File: src/rtl/apb_arb_pkg.sv
// Shared types for the APB master arbiter: FSM states, latched command record
// and the round-robin pointer helper.
package apb_arb_pkg;

  localparam int APB_ADDR_WIDTH = 8;
  localparam int APB_DATA_WIDTH = 32;

  // Transfer phases of the shared APB port.
  typedef enum logic [1:0] {
    IDLE   = 2'd0,
    SETUP  = 2'd1,
    ACCESS = 2'd2
  } state_t;

  // Command captured from the winning requester at acceptance.
  typedef struct packed {
    logic                      write;
    logic [APB_ADDR_WIDTH-1:0] addr;
    logic [APB_DATA_WIDTH-1:0] wdata;
  } apb_cmd_t;

  // Index following idx in a ring of n requesters.
  function automatic int unsigned rr_next(input int unsigned idx, input int unsigned n);
    return (idx + 1 >= n) ? 0 : idx + 1;
  endfunction

endpackage

File: src/rtl/rr_arbiter.sv
// Combinational round-robin selector: first asserted request at or above the
// pointer, wrapping past the top index.
module rr_arbiter #(
  parameter int NUM_REQ = 4,
  parameter int IDX_W   = 2
) (
  input  logic [NUM_REQ-1:0] i_req,
  input  logic [IDX_W-1:0]   i_ptr,
  input  logic               i_en,
  output logic [NUM_REQ-1:0] o_grant,
  output logic [IDX_W-1:0]   o_idx
);

  logic             w_found;
  logic [IDX_W:0]   w_cand;
  logic [IDX_W-1:0] w_pos;

  // Scan the ring starting at the pointer and keep the first hit.
  always_comb begin
    o_grant = '0;
    o_idx   = '0;
    w_found = 1'b0;
    w_cand  = '0;
    w_pos   = '0;
    for (int k = 0; k < NUM_REQ; k++) begin
      w_cand = {1'b0, i_ptr} + (IDX_W+1)'(k);
      if (w_cand >= (IDX_W+1)'(NUM_REQ)) begin
        w_cand = w_cand - (IDX_W+1)'(NUM_REQ);
      end
      w_pos = w_cand[IDX_W-1:0];
      if (i_en && !w_found && i_req[w_pos]) begin
        w_found        = 1'b1;
        o_grant[w_pos] = 1'b1;
        o_idx          = w_pos;
      end
    end
  end

endmodule

File: src/rtl/apb_master_arb.sv
// Shares one APB master port between NUM_REQ requesters. One command is in
// flight at a time; the owner gets a single-cycle rsp_valid pulse with read
// data, or with rsp_err set when the slave never raised PREADY.
//
// Command handshake: requester i's command transfers on a PCLK edge where
// req_valid[i] && req_ready[i]. Requesters hold req_* stable while valid is
// high and may drop valid before the transfer without penalty. req_ready is
// one-hot (the round-robin winner) in IDLE and zero otherwise.
module apb_master_arb
  import apb_arb_pkg::*;
#(
  parameter int NUM_REQ    = 4,
  parameter int ADDR_WIDTH = APB_ADDR_WIDTH,
  parameter int DATA_WIDTH = APB_DATA_WIDTH,
  parameter int TIMEOUT    = 16
) (
  input  logic                         PCLK,
  input  logic                         PRESET,
  input  logic [NUM_REQ-1:0]           req_valid,
  output logic [NUM_REQ-1:0]           req_ready,
  input  logic [NUM_REQ-1:0]           req_write,
  input  logic [NUM_REQ*ADDR_WIDTH-1:0] req_addr,
  input  logic [NUM_REQ*DATA_WIDTH-1:0] req_wdata,
  output logic [NUM_REQ-1:0]           rsp_valid,
  output logic [DATA_WIDTH-1:0]        rsp_rdata,
  output logic                         rsp_err,
  output logic                         PSEL,
  output logic                         PENABLE,
  output logic                         PWRITE,
  output logic [ADDR_WIDTH-1:0]        PADDR,
  output logic [DATA_WIDTH-1:0]        PWDATA,
  input  logic [DATA_WIDTH-1:0]        PRDATA,
  input  logic                         PREADY,
  output state_t                       dbg_state
);

  localparam int IDX_W = (NUM_REQ > 1) ? $clog2(NUM_REQ) : 1;
  localparam int TMO_W = $clog2(TIMEOUT + 1);
  localparam logic [TMO_W-1:0] TMO_LAST = TMO_W'(TIMEOUT - 1);

  // Registered state
  state_t                r_state;
  logic [IDX_W-1:0]      r_ptr;
  logic [IDX_W-1:0]      r_owner;
  apb_cmd_t              r_cmd;
  logic [TMO_W-1:0]      r_tmo;
  logic                  r_psel;
  logic                  r_penable;
  logic [NUM_REQ-1:0]    r_rsp_valid;
  logic [DATA_WIDTH-1:0] r_rsp_rdata;
  logic                  r_rsp_err;

  // Next-state values
  state_t                w_state_nxt;
  logic [IDX_W-1:0]      w_ptr_nxt;
  logic [IDX_W-1:0]      w_owner_nxt;
  apb_cmd_t              w_cmd_nxt;
  logic [TMO_W-1:0]      w_tmo_nxt;
  logic                  w_psel_nxt;
  logic                  w_penable_nxt;
  logic [NUM_REQ-1:0]    w_rsp_valid_nxt;
  logic [DATA_WIDTH-1:0] w_rsp_rdata_nxt;
  logic                  w_rsp_err_nxt;

  // Arbiter results
  logic [NUM_REQ-1:0]    w_grant;
  logic [IDX_W-1:0]      w_win_idx;
  logic                  w_accept;

  rr_arbiter #(
    .NUM_REQ (NUM_REQ),
    .IDX_W   (IDX_W)
  ) u_rr_arbiter (
    .i_req   (req_valid),
    .i_ptr   (r_ptr),
    .i_en    (r_state == IDLE),
    .o_grant (w_grant),
    .o_idx   (w_win_idx)
  );

  assign req_ready = w_grant;
  assign w_accept  = |w_grant;

  assign rsp_valid = r_rsp_valid;
  assign rsp_rdata = r_rsp_rdata;
  assign rsp_err   = r_rsp_err;
  assign PSEL      = r_psel;
  assign PENABLE   = r_penable;
  assign PWRITE    = r_cmd.write;
  assign PADDR     = r_cmd.addr;
  assign PWDATA    = r_cmd.wdata;
  assign dbg_state = r_state;

  // Next state and next values of every registered output.
  always_comb begin
    w_state_nxt     = r_state;
    w_ptr_nxt       = r_ptr;
    w_owner_nxt     = r_owner;
    w_cmd_nxt       = r_cmd;
    w_tmo_nxt       = r_tmo;
    w_psel_nxt      = r_psel;
    w_penable_nxt   = r_penable;
    w_rsp_valid_nxt = '0;
    w_rsp_rdata_nxt = r_rsp_rdata;
    w_rsp_err_nxt   = r_rsp_err;
    case (r_state)
      IDLE: begin
        if (w_accept) begin
          w_state_nxt     = SETUP;
          w_owner_nxt     = w_win_idx;
          w_cmd_nxt.write = req_write[w_win_idx];
          w_cmd_nxt.addr  = req_addr[w_win_idx*ADDR_WIDTH +: ADDR_WIDTH];
          w_cmd_nxt.wdata = req_wdata[w_win_idx*DATA_WIDTH +: DATA_WIDTH];
          w_ptr_nxt       = IDX_W'(rr_next(32'(w_win_idx), NUM_REQ));
          w_psel_nxt      = 1'b1;
          w_penable_nxt   = 1'b0;
        end
      end
      SETUP: begin
        // PREADY is not looked at here; the slave only answers in ACCESS.
        w_state_nxt   = ACCESS;
        w_penable_nxt = 1'b1;
        w_tmo_nxt     = '0;
      end
      ACCESS: begin
        if (PREADY) begin
          w_state_nxt              = IDLE;
          w_psel_nxt               = 1'b0;
          w_penable_nxt            = 1'b0;
          w_rsp_valid_nxt[r_owner] = 1'b1;
          w_rsp_rdata_nxt          = r_cmd.write ? '0 : PRDATA;
          w_rsp_err_nxt            = 1'b0;
        end else if (r_tmo >= TMO_LAST) begin
          // Slave never answered: release the bus and report the error.
          w_state_nxt              = IDLE;
          w_psel_nxt               = 1'b0;
          w_penable_nxt            = 1'b0;
          w_rsp_valid_nxt[r_owner] = 1'b1;
          w_rsp_rdata_nxt          = '0;
          w_rsp_err_nxt            = 1'b1;
        end else begin
          w_tmo_nxt = r_tmo + 1'b1;
        end
      end
      default: begin
        w_state_nxt   = IDLE;
        w_psel_nxt    = 1'b0;
        w_penable_nxt = 1'b0;
      end
    endcase
  end

  // FSM state register.
  always_ff @(posedge PCLK) begin
    if (PRESET) begin
      r_state <= IDLE;
    end else begin
      r_state <= w_state_nxt;
    end
  end

  // Pointer, latched command, timeout counter and registered outputs.
  always_ff @(posedge PCLK) begin
    if (PRESET) begin
      r_ptr       <= '0;
      r_owner     <= '0;
      r_cmd       <= '0;
      r_tmo       <= '0;
      r_psel      <= 1'b0;
      r_penable   <= 1'b0;
      r_rsp_valid <= '0;
      r_rsp_rdata <= '0;
      r_rsp_err   <= 1'b0;
    end else begin
      r_ptr       <= w_ptr_nxt;
      r_owner     <= w_owner_nxt;
      r_cmd       <= w_cmd_nxt;
      r_tmo       <= w_tmo_nxt;
      r_psel      <= w_psel_nxt;
      r_penable   <= w_penable_nxt;
      r_rsp_valid <= w_rsp_valid_nxt;
      r_rsp_rdata <= w_rsp_rdata_nxt;
      r_rsp_err   <= w_rsp_err_nxt;
    end
  end

endmodule

File: config.mk
export PLATFORM = sky130hd
export DESIGN_NAME = apb_master_arb
export DESIGN_NICKNAME = d
export VERILOG_FILES = /design/src/rtl/apb_arb_pkg.sv /design/src/rtl/rr_arbiter.sv /design/src/rtl/apb_master_arb.sv
export SDC_FILE = /design/constraint.sdc
export NUM_CORES = 1
export LEC_CHECK = 0
export ABC_AREA = 1
export CORE_MARGIN = 4
export CORE_UTILIZATION = 30
export CTS_CLUSTER_DIAMETER = 50
export DETAILED_ROUTE_END_ITERATION = 8
export GPL_ROUTABILITY_DRIVEN = 0
export GPL_TIMING_DRIVEN = 0
export PLACE_DENSITY = 0.75
export REMOVE_ABC_BUFFERS = 1
export SLEW_MARGIN = 20
export SYNTH_ARGS = -nofsm -noshare
export SYNTH_HDL_FRONTEND = slang
export SYNTH_HIERARCHICAL = 1
export SYNTH_SLANG_ARGS = --single-unit
File: constraint.sdc
create_clock -name PCLK -period 2.8 [get_ports PCLK]
set_clock_uncertainty 0.15 [all_clocks]
set_input_delay 0.28 -clock PCLK [delete_from_list [all_inputs] [get_ports PCLK]]
set_output_delay 0.28 -clock PCLK [all_outputs]
set_load 0.01 [all_outputs]
# Word level (Yosys, flattened, before mapping)
# Index checks and enable logic that the tools add are counted.
[op_classes] mux=56 order_cmp=17 n_bitwise=5 n_eq_ne=6 shift=2 n_reduce_logical=25 n_addsub=9
[op_table] cell="indexed part select 128 x 8 -> 32 bit" count=1
[op_table] cell="two-way mux 32 bit" count=3
[op_table] cell="indexed part select 32 x 6 -> 8 bit" count=1
[op_table] cell="two-way mux 2 bit" count=12
[op_table] cell="two-way mux 4 bit" count=6
[op_table] cell="two-way mux 1 bit" count=19
[op_table] cell="< comparator 2 x 3 -> 1 bit, second input constant" count=6
[op_table] cell="greater-or-equal comparator 3 bit, second input constant" count=4
[op_table] cell="logical AND 1 bit" count=12
[op_table] cell="bitwise OR 4 bit" count=3
[op_table] cell="binary-select mux 1 bit (select 2 bit)" count=5
[op_table] cell="demux 1 bit (select 2 bit)" count=5
[op_table] cell="greater-or-equal comparator 2 x 1 -> 1 bit, second input constant" count=5
[op_table] cell="two-way mux 5 bit" count=2
[op_table] cell="one-hot mux 5 bit (2 select lines)" count=1
[op_table] cell="subtractor 2 x 1 -> 2 bit, second input constant" count=4
[op_table] cell="adder 2 x 1 -> 3 bit, second input constant" count=2
[op_table] cell="adder 2 x 2 -> 3 bit, second input constant" count=2
[op_table] cell="!= test 2 bit, second input constant" count=3
[op_table] cell="one-hot mux 1 bit (3 select lines)" count=2
[op_table] cell="one-hot mux 2 bit (3 select lines)" count=1
[op_table] cell="AND reduction 2 bit" count=3
[op_table] cell="AND reduction 3 bit" count=2
[op_table] cell="adder 5 x 1 -> 5 bit, second input constant" count=1
[op_table] cell="other kinds (11)" count=15
[totals] reg_bits=91 word_cells=132 in_bits=203

# Depth between registers and ports, before layout
[logic_depth] depth_word=21 ltp_mapped=17 depth_no_buf=16

# Modules after synthesis
# The synthesis kept the hierarchy.
[by_module_without_submodules] mod="apb_master_arb" seq_area_each_um2=1801.7 n_inst=1 area_each_um2=4710.8 cells_per_inst=654
[by_module_without_submodules] mod="rr_arbiter" seq_area_each_um2=0.0 n_inst=1 area_each_um2=493.0 cells_per_inst=81

# Worst setup path before layout
# No wires, ideal clock.
[synth_timing] path_type="register to register" startpoint="reg r_ptr[0]" endpoint="reg r_cmd (netlist bit PADDR[0])" setup_time_ns=0.117 path_buffers=3 path_slack_ns=0.119 path_stages_with_launch=18 arrival_time_ns=2.414 required_ns=2.533 cell_sequence="dfxtp_1 inv_2 ha_1 inv_1 nand3_2 nand2_1 inv_2 nor2_4 buf_6 nand3_1 nand3_1 nor2_1 nand2_1 nand2_2 buf_6 buf_6 nor2_1 nor2_1"
[synth_via] elab_chain_cells=20 word_cells_on_any_way=70
[synth_lines] item="from (decl)" line="apb_master_arb.sv:43" rtl="logic [IDX_W-1:0] r_ptr;"
[synth_lines] item="from (signal assigned)" line="apb_master_arb.sv:175" rtl="r_ptr <= w_ptr_nxt;"
[synth_lines] item="branches (longest 17 deep; another with adder 2 x 1 -> 3 bit)"
[synth_lines] item="two-way mux 4 bit *" line="rr_arbiter.sv:31" rtl="if (i_en && !w_found && i_req[w_pos]) begin"
[synth_lines] item="net req_ready[3]" line="apb_master_arb.sv:20" rtl="output logic [NUM_REQ-1:0] req_ready,"
[synth_lines] item="OR reduction 4 bit *" line="apb_master_arb.sv:82" rtl="assign w_accept = |w_grant;"
[synth_lines] item="AND reduction 2 bit (no source line) *"
[synth_lines] item="to (signal assigned)" line="apb_master_arb.sv:177" rtl="r_cmd <= w_cmd_nxt;"
[synth_lines] item="to (decl)" line="apb_master_arb.sv:45" rtl="apb_cmd_t r_cmd;"
# Mark *: on every way through the listed nets, which the timed path passes. The select of a mux whose other input is x is not followed.
# A chain may end at the register's enable or synchronous reset.

# Final worst setup path
[layout_timing] startpoint="reg r_ptr[1]" endpoint="reg r_cmd (netlist bit PWDATA[10])"
[layout_via] word_cells_on_any_way=70
[layout_lines] item="greater-or-equal comparator 2 x 3 -> 1 bit or subtractor 2 x 1 -> 2 bit (tied branches)" line="rr_arbiter.sv:27, rr_arbiter.sv:28"
[layout_lines] item="two-way mux 2 bit" line="rr_arbiter.sv:27" rtl="if (w_cand >= (IDX_W+1)'(NUM_REQ)) begin"
[layout_lines] item="binary-select mux 1 bit (select 2 bit)" line="rr_arbiter.sv:31"
[layout_lines] item="two-way mux 1 bit (implied by the code)" line="rr_arbiter.sv:31"
[layout_lines] item="logical AND 1 bit" line="rr_arbiter.sv:31"
[layout_lines] item="two-way mux 1 bit" line="rr_arbiter.sv:31"
[layout_lines] item="logical NOT 1 bit" line="rr_arbiter.sv:31"
[layout_lines] item="logical AND 1 bit (2 in a row)" line="rr_arbiter.sv:31"
[layout_lines] item="two-way mux 1 bit" line="rr_arbiter.sv:31"
[layout_lines] item="logical NOT 1 bit" line="rr_arbiter.sv:31"
[layout_lines] item="logical AND 1 bit (2 in a row)" line="rr_arbiter.sv:31"
[layout_lines] item="two-way mux 1 bit" line="rr_arbiter.sv:31"
[layout_lines] item="logical NOT 1 bit" line="rr_arbiter.sv:31"
[layout_lines] item="logical AND 1 bit (2 in a row)" line="rr_arbiter.sv:31"
[layout_lines] item="two-way mux 2 bit *" line="rr_arbiter.sv:31"
[layout_lines] item="net w_win_idx[1]" line="apb_master_arb.sv:67" rtl="logic [IDX_W-1:0] w_win_idx;"
[layout_lines] item="indexed part select 128 x 8 -> 32 bit *" line="apb_master_arb.sv:113" rtl="w_cmd_nxt.wdata = req_wdata[w_win_idx*DATA_WIDTH +: DATA_WIDTH];"
# Mark *: on every way through the listed nets, which the timed path passes. The rest lies on a longest branch. The select of a mux whose other input is x is not followed.

==> out/metrics.yaml <==
setup_path:
  crit_chain: "inv_4 > ha_4 > inv_2 > nand3_4 > nand2_1 > inv_2 > nor2_4 > buf_12 > buf_4 > nand3_1 > nand3b_1 > buf_12 > inv_16 > o21ai_0 > o22ai_1 > nor2_1 > nor2_1"
  worst_ep_required_time_ns: 2.92
  critPathBufInv: 7
  start_kind: "register"
  critPathCaptureType: "register"
  crit_arrival_ns: 2.80
  crit_type: "reg2reg"
  cp_top_family: "buffers and inverters"
  crit_slowest_cell: "dfxtp_4"
  critPathMaxStageDelay_ns: 0.38
  crit_path_max_fanout: 41
global_routing:
  grt_pass1_vias: 5774
  grtUsageTotal_pct: 21.2
  grt_overflow: 0
  grt_first_pass_wirelength_mm: 32.9
  antenna_found_initial: 1
  grt_max_degree: 86
power_and_ir_drop:
  p_total_mw: 10.4
  cellInternalPower_mw: 5.11
  peakVddDrop_uv: 736
  p_sw_share_pct: 50.8
  combPwrFrac_pct: 71.6
  pwr-share-seq_pct: 16.7
  clkPwrFrac_pct: 11.7
  p_leak_nw: 3.38
  switchingPower_mw: 5.28
  cellPowerDensity_mw_per_mm2: 1180
logic_synthesis:
  yosysTopAreaCell: "dfxtp_1"
  netlist_top_cells_area: "dfxtp_1, nor2_1, o21ai_0"
  synth_area_per_cell_sq_um: 7.08
  netlist_area_sq_mm: 0.00520
  yosysSeqAreaShare_pct: 34.6
  synthSimpleGateAreaFrac_pct: 30.0
  synth.area.mux_share_pct: 0
  synth.top_cell.area_share_pct: 34.6
  synthCells: 735
  synth_cell_types: 32
  synth_xor_area_share_pct: 0
  synthAdderAreaFrac_pct: 2.40
  ys_ff_latch: 90
  synth_top_family_by_area: "simple AND/OR/NAND/NOR gates"
  synth_compound_area_share_pct: 23.4
  yosys_warnings: 6
sta:
  setup_violations: 0
  rsz0062_at_grt: "true"
  tightest_slew_ns: 1.02
  finalCritPeriodShare_pct: 95.4
  final.min_clock_period_ns: 2.67
  drv_slew: 0
  timing.hold.ws_ns: 0.295
  setup_tns_ns: 0
  hold_viol: 0
  slew_headroom_pct: 32.0
  max_freq_mhz: 374
routing:
  drc: 0
  wl_mm: 22.0
  antenna_left: 0
  initialDrtViolationCount: 257
  via_per_inst: 5.05
  vias: 6211
  drt_pre_antenna_iters: 5
  wl_per_cell_um: 17.9
die:
  core_sq_mm: 0.0168
  die_w_um: 140
  fp-row-count: 47
  initial_core_util_pct: 30.9
  num_io_pins: 289
  die_h_um: 140
  die_area_sq_mm: 0.0195
job:
  cap_violations: 0
clock_network:
  clock-sinks: 90
  clk_pin_slew_ns: 0.07
  clk_latency_ns: 0.34
  numCtsBuffers: 9
  clock-root-buffer: "clkbuf_16"
  clockBufferDepth: 2
  cts_tree: "yes"
  cts-htree-levels: 3
cells_and_area:
  area_growth_syn_to_layout_pct: 68.9
  drive_above_1_share_pct: 12.0
  final_cell_mix: "clkdlybuf4s50_1, nor2_1, o21ai_0, dfxtp_1, nand3_1"
  final_common_cell: "clkdlybuf4s50_1"
  instances_no_fill: 1231
  nNetsFinal: 1218
place:
  place_inst: 1187
  hpwl_mm: 13.6
  portBuffers: 288
min_path:
  worstHoldPathType: "reg2reg"
outcome:
  status: "completed"
## through the flow
step,cell area [sq um],util (%),worst slack [ns]
2_1_floorplan,4810,-,-1.97
3_3_place_gp,7970,47.4,-4.26
3_5_place_dp,8030,47.7,-1.36
4_1_cts,8610,51.2,0.0570
5_1_grt,8790,52.3,-0.00756
6_report,8790,52.3,0.128
## per-layer routing
layer  global-route usage [%]  vias up  share of wire, %
met1                     26.7     2920                42
met3                     6.59       14               7.4
li1                         -     3066                 -
met4                     4.54        0               1.2
met5                        0        -                 0
met2                     35.6      211                49
## synth_stat cells (all sizes together)
| cell type | n |
|---|---|
| nor2 | 189 |
| nand3b | 2 |
| o21bai | 1 |
| clkbuf | 18 |
| nand4 | 6 |
| o21ai | 161 |
| nor3 | 1 |
| o22ai | 41 |
| and2 | 1 |
| nand3 | 96 |
| nand2 | 46 |
| inv | 27 |
| ha | 10 |
| a21oi | 5 |
| dfxtp | 90 |
| buf | 41 |
## tightest hold or removal path, delay by kind of cell (launching register included)
| kind | cells | cell delay [ns] |
|---|---|---|
| flip-flops | 1 | 0.31 |
| AO/OA/AOI/OAI | 1 | 0.05 |
| buffers and inverters | 1 | 0.04 |
## what timing repair did
| action | CTS | global route |
|---|---|---|
| cloned | 7 | 2 |
| pin swaps | 5 | 5 |
| gates resized for setup | 36 | 13 |
| hold buffers | 0 | 0 |
| hold endpoints to repair | 0 | 0 |
| setup endpoints to repair | 51 | 46 |
| buffers inserted | 5 | 13 |
## final timing paths
kind	cells past startpoint	start	slack, ns	end
worst max-delay path	17	r_ptr[1]	0.13	PWDATA[10]
worst min-delay path	2	rsp_err	0.30	rsp_err
worst max register to register	17	r_ptr[1]	0.13	PWDATA[10]
worst min register to register	2	rsp_err	0.30	rsp_err
## layout make-up
| cell class | count | area, sq um |
|---|---|---|
| Clock buffer | 10 | 239 |
| Antenna cell | 1 | 2.50 |
| Clock inverter | 6 | 55.1 |
| Timing Repair Buffer | 312 | 3180 |
| Inverter | 27 | 160 |
| Fill cell | 1638 | 8030 |
| Sequential cell | 90 | 1810 |
| Timing Repair inverter | 2 | 32.5 |
| Multi-Input combinational cell | 563 | 3030 |
| Tap cell | 220 | 275 |
## cells by family after synthesis
kind of cell	Yosys count
simple gates	341
compound gates	208
flops	90
buf+inv	86
fa+ha+maj	10
## sequential cells by signal, indices dropped and copies added (netlist names)
name       count
r_tmo          5
rsp_valid      4
r_owner        2
r_ptr          2
dbg_state      2
PWRITE         1
PSEL           1
PADDR          8
rsp_err        1
rsp_rdata     32
PWDATA        32
## power by group through the flow
stage          Sequential, mW  Combinational (mW)  Clock, mW
4_1_cts                  1.73                6.93       1.26
2_1_floorplan            1.86                3.33          0
3_3_place_gp             1.75                4.81          0
6_report                 1.73                7.44       1.22
3_5_place_dp             1.76                5.83          0
5_1_grt                  1.77                8.10       1.32
Power figures use the tool's default switching activity.
